File: src/rtl/ref_conditioner_if.sv
// Reference-conditioner signal bundle: raw pin in, gated clean reference and status out.
interface ref_conditioner_if #(
  parameter int PERIOD_WIDTH = 16
);
  logic                    ref_raw_i;
  logic                    ref_clk_o;
  logic                    ref_edge_o;
  logic [PERIOD_WIDTH-1:0] period_o;
  logic                    ref_valid_o;
  logic                    ref_lost_o;

  modport master (
    output ref_raw_i,
    input  ref_clk_o, ref_edge_o, period_o, ref_valid_o, ref_lost_o
  );

  modport slave (
    input  ref_raw_i,
    output ref_clk_o, ref_edge_o, period_o, ref_valid_o, ref_lost_o
  );
endinterface

File: src/rtl/ref_conditioner.sv
// Synchronises, deglitches and period-qualifies the external reference pin so that only
// a stable reference is passed on to the ADPLL; status reports valid/lost and the period.
module ref_conditioner #(
  parameter int PERIOD_WIDTH = 16,
  parameter int FILTER_LEN   = 3,
  parameter int MIN_PERIOD   = 8,
  parameter int TOL          = 2,
  parameter int LOCK_COUNT   = 4,
  parameter int TIMEOUT      = 1024
) (
  input  logic               fpga_clk_i,
  input  logic               reset_n_i,
  ref_conditioner_if.slave   bus
);

  localparam int MW = $clog2(LOCK_COUNT + 1);

  typedef logic [PERIOD_WIDTH-1:0] period_t;
  typedef enum logic [1:0] {ST_LOST, ST_ACQUIRE, ST_VALID} state_t;

  localparam period_t                 CNT_MAX   = '1;
  localparam period_t                 MIN_P     = period_t'(MIN_PERIOD);
  localparam period_t                 TIMEOUT_P = period_t'(TIMEOUT);
  localparam logic [PERIOD_WIDTH:0]   TOL_P     = (PERIOD_WIDTH + 1)'(TOL);
  localparam logic [MW-1:0]           LOCK_M    = MW'(LOCK_COUNT);
  localparam logic [3:0]              FILT_N    = 4'(FILTER_LEN);

  logic                     sync1_q, sync2_q;
  logic                     filt_q, filt_d, filt_prev_q;
  logic [3:0]               run_q, run_d;
  logic                     edge_q, edge_d;
  period_t                  cnt_q, cnt_d, cnt_inc;
  period_t                  period_q, period_d;
  period_t                  pprev_q, pprev_d;
  logic                     pprev_ok_q, pprev_ok_d;
  logic [MW-1:0]            match_q, match_d;
  state_t                   state_q, state_d;
  logic                     ref_clk_q, gate_d;
  logic signed [PERIOD_WIDTH:0] diff;
  logic [PERIOD_WIDTH:0]    mag;
  logic                     glitch, tol_ok, timeout;

  always_comb begin
    filt_d = filt_q;
    run_d  = '0;
    if (sync2_q != filt_q) begin
      if (run_q + 4'd1 == FILT_N) filt_d = ~filt_q;
      else                        run_d  = run_q + 4'd1;
    end
  end

  // The measured period is the cnt value this edge-cycle would load, so edges P apart read P.
  assign edge_d  = filt_q & ~filt_prev_q;
  assign cnt_inc = (cnt_q == CNT_MAX) ? cnt_q : cnt_q + period_t'(1);
  assign cnt_d   = edge_q ? period_t'(1) : cnt_inc;

  assign diff    = $signed({1'b0, cnt_inc}) - $signed({1'b0, pprev_q});
  assign mag     = diff[PERIOD_WIDTH] ? $unsigned(-diff) : $unsigned(diff);
  assign glitch  = cnt_inc < MIN_P;
  assign tol_ok  = pprev_ok_q && (mag <= TOL_P);
  assign timeout = !edge_q && (cnt_inc == TIMEOUT_P);

  always_comb begin
    state_d    = state_q;
    match_d    = match_q;
    pprev_d    = pprev_q;
    pprev_ok_d = pprev_ok_q;
    period_d   = period_q;
    if (edge_d) begin
      unique case (state_q)
        ST_LOST: state_d = ST_ACQUIRE;
        ST_ACQUIRE: begin
          period_d = cnt_inc;
          if (glitch) begin
            match_d = '0;
          end else begin
            pprev_d    = cnt_inc;
            pprev_ok_d = 1'b1;
            if (tol_ok) begin
              match_d = match_q + MW'(1);
              if (match_q + MW'(1) == LOCK_M) state_d = ST_VALID;
            end else begin
              match_d = '0;
            end
          end
        end
        ST_VALID: begin
          period_d = cnt_inc;
          if (glitch || !tol_ok) begin
            state_d = ST_ACQUIRE;
            match_d = '0;
            if (!glitch) begin
              pprev_d    = cnt_inc;
              pprev_ok_d = 1'b1;
            end
          end
        end
        default: state_d = ST_LOST;
      endcase
    end else if (timeout) begin
      state_d    = ST_LOST;
      match_d    = '0;
      pprev_ok_d = 1'b0;
    end
  end

  // Gate opens in the locking edge cycle and closes the cycle VALID is left.
  assign gate_d = (state_d == ST_VALID);

  always_ff @(posedge fpga_clk_i or negedge reset_n_i) begin
    if (!reset_n_i) begin
      sync1_q     <= 1'b0;
      sync2_q     <= 1'b0;
      filt_q      <= 1'b0;
      filt_prev_q <= 1'b0;
      run_q       <= '0;
      edge_q      <= 1'b0;
      cnt_q       <= '0;
      period_q    <= '0;
      pprev_q     <= '0;
      pprev_ok_q  <= 1'b0;
      match_q     <= '0;
      state_q     <= ST_LOST;
      ref_clk_q   <= 1'b0;
    end else begin
      sync1_q     <= bus.ref_raw_i;
      sync2_q     <= sync1_q;
      filt_q      <= filt_d;
      filt_prev_q <= filt_q;
      run_q       <= run_d;
      edge_q      <= edge_d;
      cnt_q       <= cnt_d;
      period_q    <= period_d;
      pprev_q     <= pprev_d;
      pprev_ok_q  <= pprev_ok_d;
      match_q     <= match_d;
      state_q     <= state_d;
      ref_clk_q   <= filt_q & gate_d;
    end
  end

  assign bus.ref_clk_o   = ref_clk_q;
  assign bus.ref_edge_o  = edge_q;
  assign bus.period_o    = period_q;
  assign bus.ref_valid_o = (state_q == ST_VALID);
  assign bus.ref_lost_o  = (state_q == ST_LOST);

endmodule

File: src/flat_wrapper.sv
// flat-port wrapper written by rule: the top's interface ports become plain ports
module ref_conditioner_flat 
#(
  parameter int PERIOD_WIDTH = 16,
  parameter int FILTER_LEN   = 3,
  parameter int MIN_PERIOD   = 8,
  parameter int TOL          = 2,
  parameter int LOCK_COUNT   = 4,
  parameter int TIMEOUT      = 1024
)
  (fpga_clk_i, reset_n_i, bus_ref_raw_i, bus_ref_clk_o, bus_ref_edge_o, bus_period_o, bus_ref_valid_o, bus_ref_lost_o);
  ref_conditioner_if #(.PERIOD_WIDTH(PERIOD_WIDTH)) bus_i ();
  input  logic fpga_clk_i;
  input  logic reset_n_i;
  input wire logic [$bits(bus_i.ref_raw_i)-1:0] bus_ref_raw_i;
  output wire logic [$bits(bus_i.ref_clk_o)-1:0] bus_ref_clk_o;
  output wire logic [$bits(bus_i.ref_edge_o)-1:0] bus_ref_edge_o;
  output wire logic [$bits(bus_i.period_o)-1:0] bus_period_o;
  output wire logic [$bits(bus_i.ref_valid_o)-1:0] bus_ref_valid_o;
  output wire logic [$bits(bus_i.ref_lost_o)-1:0] bus_ref_lost_o;
  assign bus_i.ref_raw_i = bus_ref_raw_i;
  assign bus_ref_clk_o = bus_i.ref_clk_o;
  assign bus_ref_edge_o = bus_i.ref_edge_o;
  assign bus_period_o = bus_i.period_o;
  assign bus_ref_valid_o = bus_i.ref_valid_o;
  assign bus_ref_lost_o = bus_i.ref_lost_o;
  ref_conditioner #(.PERIOD_WIDTH(PERIOD_WIDTH), .FILTER_LEN(FILTER_LEN), .MIN_PERIOD(MIN_PERIOD), .TOL(TOL), .LOCK_COUNT(LOCK_COUNT), .TIMEOUT(TIMEOUT)) u_core (.fpga_clk_i(fpga_clk_i), .reset_n_i(reset_n_i), .bus(bus_i));
endmodule
File: config.mk
export PLATFORM = sky130hd
export DESIGN_NAME = ref_conditioner_flat
export DESIGN_NICKNAME = d
export VERILOG_FILES = /design/src/rtl/ref_conditioner_if.sv /design/src/rtl/ref_conditioner.sv /design/src/flat_wrapper.sv
export SDC_FILE = /design/constraint.sdc
export NUM_CORES = 1
export LEC_CHECK = 0
export BUFFER_PORTS_ARGS = -buffer_cell sky130_fd_sc_hd__clkbuf_2
export CAP_MARGIN = 20
export CORE_UTILIZATION = 41
export CTS_CLUSTER_DIAMETER = 120
export DETAILED_ROUTE_END_ITERATION = 6
export PLACE_DENSITY = 0.64
export SYNTH_ARGS = -nofsm -noshare
export SYNTH_HDL_FRONTEND = slang
export SYNTH_SLANG_ARGS = --single-unit
File: constraint.sdc
create_clock -name fpga_clk_i -period 6.5 [get_ports fpga_clk_i]
set_clock_uncertainty 0.15 [all_clocks]
set_input_delay 0.325 -clock fpga_clk_i [delete_from_list [all_inputs] [get_ports fpga_clk_i]]
set_output_delay 0.325 -clock fpga_clk_i [all_outputs]
set_load 0.03 [all_outputs]
Yosys cells after proc, flatten, opt, wreduce, memory -nomap -nowiden
Cells that the tools add are included.

word-level totals
  input bits = 3
  output and inout bits = 20
  register bits = 64
  word-level logic and storage cells = 74

operators by class
  $lt $le $gt $ge = 2
  $add $sub $neg = 5
  bitwise logic cells = 4
  reduce and logical (&&, ||, !) cells = 13
  mux-type cells = 26
  equal/unequal tests = 11

operators with widths
  operator                                                     number
  two-way mux 16 bit                                           4
  one-hot mux 16 bit (2 select lines)                          1
  <= comparator 17 x 2 -> 1 bit, second input constant         1
  two-way mux 17 bit                                           1
  negator 17 bit                                               1
  subtractor 16 x 16 -> 17 bit                                 1
  adder 16 x 1 -> 16 bit, second input constant                1
  == test 16 x 11 -> 1 bit, second input constant              1
  == test 16 bit, second input constant                        1
  less-than comparator 16 x 4 -> 1 bit, second input constant  1
  two-way mux 3 bit                                            5
  two-way mux 2 bit                                            6
  two-way mux 4 bit                                            2
  != test 3 bit, second input constant                         2
  one-hot mux 2 bit (3 select lines)                           1
  one-hot mux 3 bit (2 select lines)                           1
  AND reduction 3 bit                                          2
  adder 4 x 1 -> 4 bit, second input constant                  1
  == test 2 bit, second input constant                         2
  == test 4 x 2 -> 1 bit, second input constant                1
  two-way mux 1 bit                                            4
  AND reduction 2 bit                                          2
  nonzero test 2 bit                                           2
  adder 3 x 1 -> 3 bit, second input constant                  1
  12 further kinds                                             16

Depth between registers and ports, before layout
  depth after elaboration = 14
  depth in mapped cells = 23
  mapped depth without buffers = 19

Worst setup path before layout
Ideal clock, no wire load.

  path type = register to register
  start point = register u_core.cnt_q[0]
  end point = register u_core.ref_clk_q, in the netlist u_core.bus.ref_clk_o
  cell stages (with the launch flop) = 19
  arrival = 5128 ps
  period minus slack after synthesis = 5358 ps
  library setup time = 80 ps
  path slack = 1142 ps
  cell sequence = dfrtp_1 > ha_1 > buf_2 > nand4_1 > nor4_2 > xor2_1 > ha_1 > inv_1 > fa_1 > a211oi_4 > o21ai_2 > a311oi_4 > o21ai_2 > or4_2 > nand3_2 > nand4_4 > or4_1 > a221o_1 > nor3b_2

on the way
  longest elaborated chain between the ends = 14
  elaborated cells between the ends (all ways) = 21
  classes of those cells = add/sub: 3; order compare: 2; eq/ne: 3; mux: 8; bitwise: 1; reduce/logical: 4

RTL lines
  element                                                          RTL line                text
  from (decl)                                                      ref_conditioner.sv:32   period_t cnt_q, cnt_d, cnt_inc;
  from (signal assigned)                                           ref_conditioner.sv:132  cnt_q <= cnt_d;
  adder 16 x 1 -> 16 bit / == test 16 bit (equally long branches)  ref_conditioner.sv:54   assign cnt_inc = (cnt_q == CNT_MAX) ? cnt_q : cnt_q + period_t'(1);
  two-way mux 16 bit (*)                                           ref_conditioner.sv:54
  subtractor 16 x 16 -> 17 bit                                     ref_conditioner.sv:57   assign diff = $signed({1'b0, cnt_inc}) - $signed({1'b0, pprev_q});
  negator 17 bit                                                   ref_conditioner.sv:58   assign mag = diff[PERIOD_WIDTH] ? $unsigned(-diff) : $unsigned(diff);
  two-way mux 17 bit                                               ref_conditioner.sv:58
  <= comparator 17 x 2 -> 1 bit                                    ref_conditioner.sv:60   assign tol_ok = pprev_ok_q && (mag <= TOL_P);
  logical AND 1 bit                                                ref_conditioner.sv:60
  zero test 1 bit                                                  ref_conditioner.sv:89   if (glitch || !tol_ok) begin
  logical OR 1 bit                                                 ref_conditioner.sv:89
  two-way mux 2 bit                                                ref_conditioner.sv:89
  one-hot mux 2 bit (3 select lines)                               ref_conditioner.sv:70   unique case (state_q)
  two-way mux 2 bit (*)                                            ref_conditioner.sv:69   if (edge_d) begin
  named net u_core.state_d[0]                                      ref_conditioner.sv:37   state_t state_q, state_d;
  == test 2 bit (*)                                                ref_conditioner.sv:108  assign gate_d = (state_d == ST_VALID);
  bitwise AND 1 bit (*)                                            ref_conditioner.sv:138  ref_clk_q <= filt_q & gate_d;
  to (signal assigned)                                             ref_conditioner.sv:138
  to (decl)                                                        ref_conditioner.sv:38   logic ref_clk_q, gate_d;

The timed path passes the listed nets; every way through them passes the cells marked *.
A chain may end at the register's enable or synchronous reset.

Worst setup path in the final report
  start point = register u_core.cnt_q[0]
  end point = register u_core.pprev_q[6]

on the way
  longest elaborated chain between the ends = 11
  elaborated cells between the ends (all ways) = 16
  classes of those cells = add/sub: 3; order compare: 2; eq/ne: 2; mux: 5; reduce/logical: 4

RTL lines
  element                                                          RTL line                text
  adder 16 x 1 -> 16 bit / == test 16 bit (equally long branches)  ref_conditioner.sv:54
  two-way mux 16 bit (*)                                           ref_conditioner.sv:54
  subtractor 16 x 16 -> 17 bit                                     ref_conditioner.sv:57
  negator 17 bit                                                   ref_conditioner.sv:58
  two-way mux 17 bit                                               ref_conditioner.sv:58
  <= comparator 17 x 2 -> 1 bit                                    ref_conditioner.sv:60
  logical AND 1 bit                                                ref_conditioner.sv:60
  zero test 1 bit                                                  ref_conditioner.sv:89
  logical OR 1 bit                                                 ref_conditioner.sv:89
  != test 2 x 1 -> 1 bit (no line)                                 -
  AND reduction 3 bit (no line)                                    -
  to (signal assigned)                                             ref_conditioner.sv:134  pprev_q <= pprev_d;
  to (decl)                                                        ref_conditioner.sv:34   period_t pprev_q, pprev_d;

Every way passes the cells marked *; elsewhere a longest branch is shown, timed or not. The select of a mux whose other input is x is not followed.

==> metrics.log <==
INFO  metric leakagePower = about 2.4 nW
INFO  metric synth-edff-count = 0
INFO  metric die_y = 109 microns
INFO  metric grt_setup_unrepaired = no
INFO  metric final_cells = 701
INFO  metric pwr-share-clk = 0.153
INFO  metric total_switching_power = 1.47 mW
INFO  metric post_layout_net_count = around 590
INFO  metric post-place-cells = 685
INFO  metric grt_max_degree = 65
INFO  metric max_slew_margin = 0.458
INFO  metric reg2reg_setup_slack = 0.55 ns
INFO  metric power_report.internal_total = 1.54 mW
INFO  metric detailedRoute.firstPassIterationCount = 4
INFO  metric worstSetupPathType = reg2reg
INFO  metric clock-sinks = 64
INFO  metric synthesis.nets = 562
INFO  metric worstSetupEndpointType = flop
INFO  metric cap_violations = 0
INFO  metric antenna_cells_inserted = 0
INFO  metric initial_utilization = 0.428
INFO  metric slew_viol_final = 0
INFO  metric start_kind = flop
INFO  metric cts_setup_buffers = 0
INFO  metric yosys.cell_types.count = 88
INFO  metric grt_first_pass_wirelength = 18.4 mm
INFO  metric setup-violations-final = 0
INFO  metric cts-buffers-inserted = 9
INFO  metric clock_insertion_delay_worst_skew = 0.32 ns
INFO  metric ys_dominant_reg_cell = dfrtp_1
INFO  metric cts_tree = yes
INFO  metric synth_sequential_area_ratio = 0.339
INFO  metric achievable-frequency = 168 MHz
INFO  metric netlist_instances = 533
INFO  metric timing.hold.ws = roughly 0.017 ns
INFO  metric seqPwrFrac = 0.175
INFO  metric fp.dieW = between 100 and 150 microns
INFO  metric gp_routability_congestion = 0.868
INFO  metric clk_path_buf_depth = 2
INFO  metric crit_arrival = 6.04 ns
INFO  metric post_synth_main_area_contributors = dfrtp_1, ha_1, o21ai_0
INFO  metric period_minus_slack = 5.95 ns
INFO  metric totalWireLength = around 11 mm
INFO  metric crit_start = u_core.cnt_q[0]$_DFF_PN0_
INFO  metric coreArea = 11000 sq um
INFO  metric floorplan.rows = 38
INFO  metric design.portCount = 23
INFO  metric vias_per_cell = 5.70
INFO  metric first_global_vias = approximately 3800
INFO  metric worst-slew-pin-transition = 0.813 ns
INFO  metric final_hold_viol_count = 0
INFO  metric synth_top_area_frac = 0.339
INFO  metric synth_top_cell_by_area = dfrtp_1
INFO  metric yosysWarnings = 0
INFO  metric worstPathMaxFanout = 9
INFO  metric avgSynthCellArea = 8.86 sq um
INFO  metric vdd.ir_drop.worst = between 0.0003 and 0.0004 V
INFO  metric buffer_ports.inserted = 22
INFO  metric worstHoldPathType = in2async
INFO  metric yosys.cell_count.top_type = dfrtp_1
INFO  metric totalNegativeSetupSlack = 0 ns
INFO  metric via_count = 3997
INFO  metric critical_path.reg2reg.endpoint = u_core.pprev_q[6]$_DFFE_PN0P_
INFO  metric post-route-period-util = 0.915
INFO  metric htreeDepth = 3
INFO  metric netlist_area = 4720 sq um
INFO  metric timing.reg2reg.worst_path_depth = 19
INFO  metric final_layout_size_suffix_gt1_frac = 0.152
INFO  metric pwr-share-comb = 0.672
INFO  metric result_of_the_run = finished clean
INFO  metric synth_seq_cells = 64
INFO  metric die-area = 12000 sq um
INFO  metric total_power = 3.01 mW
INFO  metric drtAntennaViolNets = 0
INFO  metric endpoint_required_time_on_the_critical_path = 6.59 ns
INFO  metric root_buffer = clkbuf_16
INFO  metric global_route.overflow_total = 0
INFO  metric post_synthesis_async_set_or_reset_flop_share = 1.00
INFO  metric area_delta_synth_final = 12.2%
INFO  metric antenna_found_initial = 0
INFO  metric worstReg2RegStart = u_core.cnt_q[0]$_DFF_PN0_
INFO  metric grtUsageTotal = 0.198
INFO  metric dpl.hpwl = 8.24 mm
INFO  metric drtIter0Drc = approximately 220
INFO  metric power_density = 568 nW/um^2
INFO  metric wl_per_cell = 15.7 microns
INFO  metric clkSlewWorstSetupHoldPaths = 0.05 ns
INFO  metric swShare = 0.490
INFO  metric ys_top_cells_by_count = dfrtp_1, inv_1, nand2_1
INFO  metric remaining_drc_errors = 0
INFO  metric number_of_inserted_filler_cells_in_the_final_layout = 1022
==> per-stage QoR <==
step / worst slack, ns / instance area (sq um) / utilization
4_1_cts: 0.386 / 5290 / 0.479
5_1_grt: 0.0849 / 5300 / 0.480
3_5_place_dp: 0.403 / 4980 / 0.452
3_3_place_gp: 0.581 / 4980 / 0.452
2_1_floorplan: 1.14 / 4720 / -
6_report: 0.554 / 5300 / 0.480
==> cell families after synthesis <==
family	synth area share
AOI/OAI and AO/OA	0.213
xor gates and xnor gates	0.0448
adders and majority gates	0.0704
buffers and inverters	0.0601
DFF	0.339
muxes	0.0458
and+or+nand+nor	0.227
==> critical path, cell delays in order, from the launching register on <==
cell and delay [ns]:
dfrtp_1 0.38, ha_1 0.31, nand4_1 0.31, nor4_4 0.44
xor2_1 0.27, ha_1 0.23, inv_1 0.06, fa_1 0.44
xnor2_1 0.41, nand3b_1 0.27, a21oi_1 0.29, nand3_2 0.18
a2111o_1 0.37, or3_1 0.31, a22oi_1 0.22, nand4b_2 0.21
nor4b_4 0.07, nor3b_4 0.46, buf_4 0.28, mux2i_1 0.21
==> power by group through the flow <==
stage	clock network, mW	registers (mW)	logic (mW)
floorplan	0	0.537	1.56
global placement	0	0.531	1.95
detailed placement	0	0.534	1.98
CTS	0.471	0.527	1.99
global route	0.488	0.537	2.23
finish	0.459	0.528	2.02
==> layout make-up <==
cell class,count,area (sq um),area share
clock buffers,13,280,0.0529
well taps,140,175,0.0331
repair buffers,34,203,0.0382
inverters,45,169,0.0319
multi-input cells,403,2860,0.539
flip-flops and latches,64,1600,0.302
clock inverters,2,12.5,0.00236
==> worst max-delay path by stage <==
stage                                     end  slack (ns)  depth (start not counted)
2_1_floorplan  u_core.bus.ref_clk_o$_DFF_PN0_        1.14                         18
3_3_place_gp   u_core.pprev_q[12]$_DFFE_PN0P_        0.58                         19
3_5_place_dp    u_core.pprev_q[6]$_DFFE_PN0P_        0.40                         19
4_1_cts         u_core.pprev_q[6]$_DFFE_PN0P_        0.39                         19
5_1_grt         u_core.pprev_q[6]$_DFFE_PN0P_        0.08                         19
6_report        u_core.pprev_q[6]$_DFFE_PN0P_        0.55                         19
==> layer usage <==
metal,wire length [microns],vias up,global-route usage
met5,0,-,0
met4,125,0,0.0610
met3,274,11,0.0290
met2,5140,65,0.322
met1,5440,1942,0.273
li1,-,1979,-
==> state kept, by name, indices dropped and copies added, names as in the netlist <==
register and flops:
u_core.bus.period_o 16, u_core.cnt_q 16, u_core.pprev_q 16, u_core.run_q 4, u_core.match_q 3, u_core.state_q 2, u_core.bus.ref_clk_o 1, u_core.bus.ref_edge_o 1
u_core.filt_prev_q 1, u_core.filt_q 1, u_core.pprev_ok_q 1, u_core.sync1_q 1, u_core.sync2_q 1
==> what timing repair did <==
| item | in CTS | in global routing |
|---|---|---|
| setup endpoints to repair | 0 | 12 |
| endpoints found under the hold margin | 1 | 0 |
| hold buffers | 1 | 0 |
| resized for setup | 0 | 2 |
==> cell usage in the layout, fill, tap and decap left out, types with 4 or more instances in the layout <==
cell / Yosys / layout
and4_1: 5 / 5
clkbuf_8: 0 / 4
inv_1: 45 / 45
buf_4: 0 / 11
mux2_2: 4 / 4
or3_1: 6 / 6
xnor2_1: 12 / 12
dfrtp_1: 64 / 64
o21a_1: 7 / 7
nor2b_1: 5 / 5
a21oi_1: 21 / 21
mux2i_1: 16 / 16
o21bai_1: 4 / 4
nor2_1: 42 / 42
o211ai_1: 8 / 8
nand2b_1: 5 / 5
nor3_1: 15 / 15
and3_1: 5 / 5
a21o_1: 5 / 5
clkbuf_16: 0 / 9
a31oi_1: 4 / 4
xor2_1: 9 / 9
clkbuf_2: 0 / 22
o31ai_1: 5 / 5
nand3_1: 21 / 21
o21ai_0: 40 / 40
nor4_1: 4 / 4
ha_1: 25 / 25
nand2_1: 45 / 45
nand4_1: 10 / 10
No activity file was read; power rests on OpenSTA's default activity.
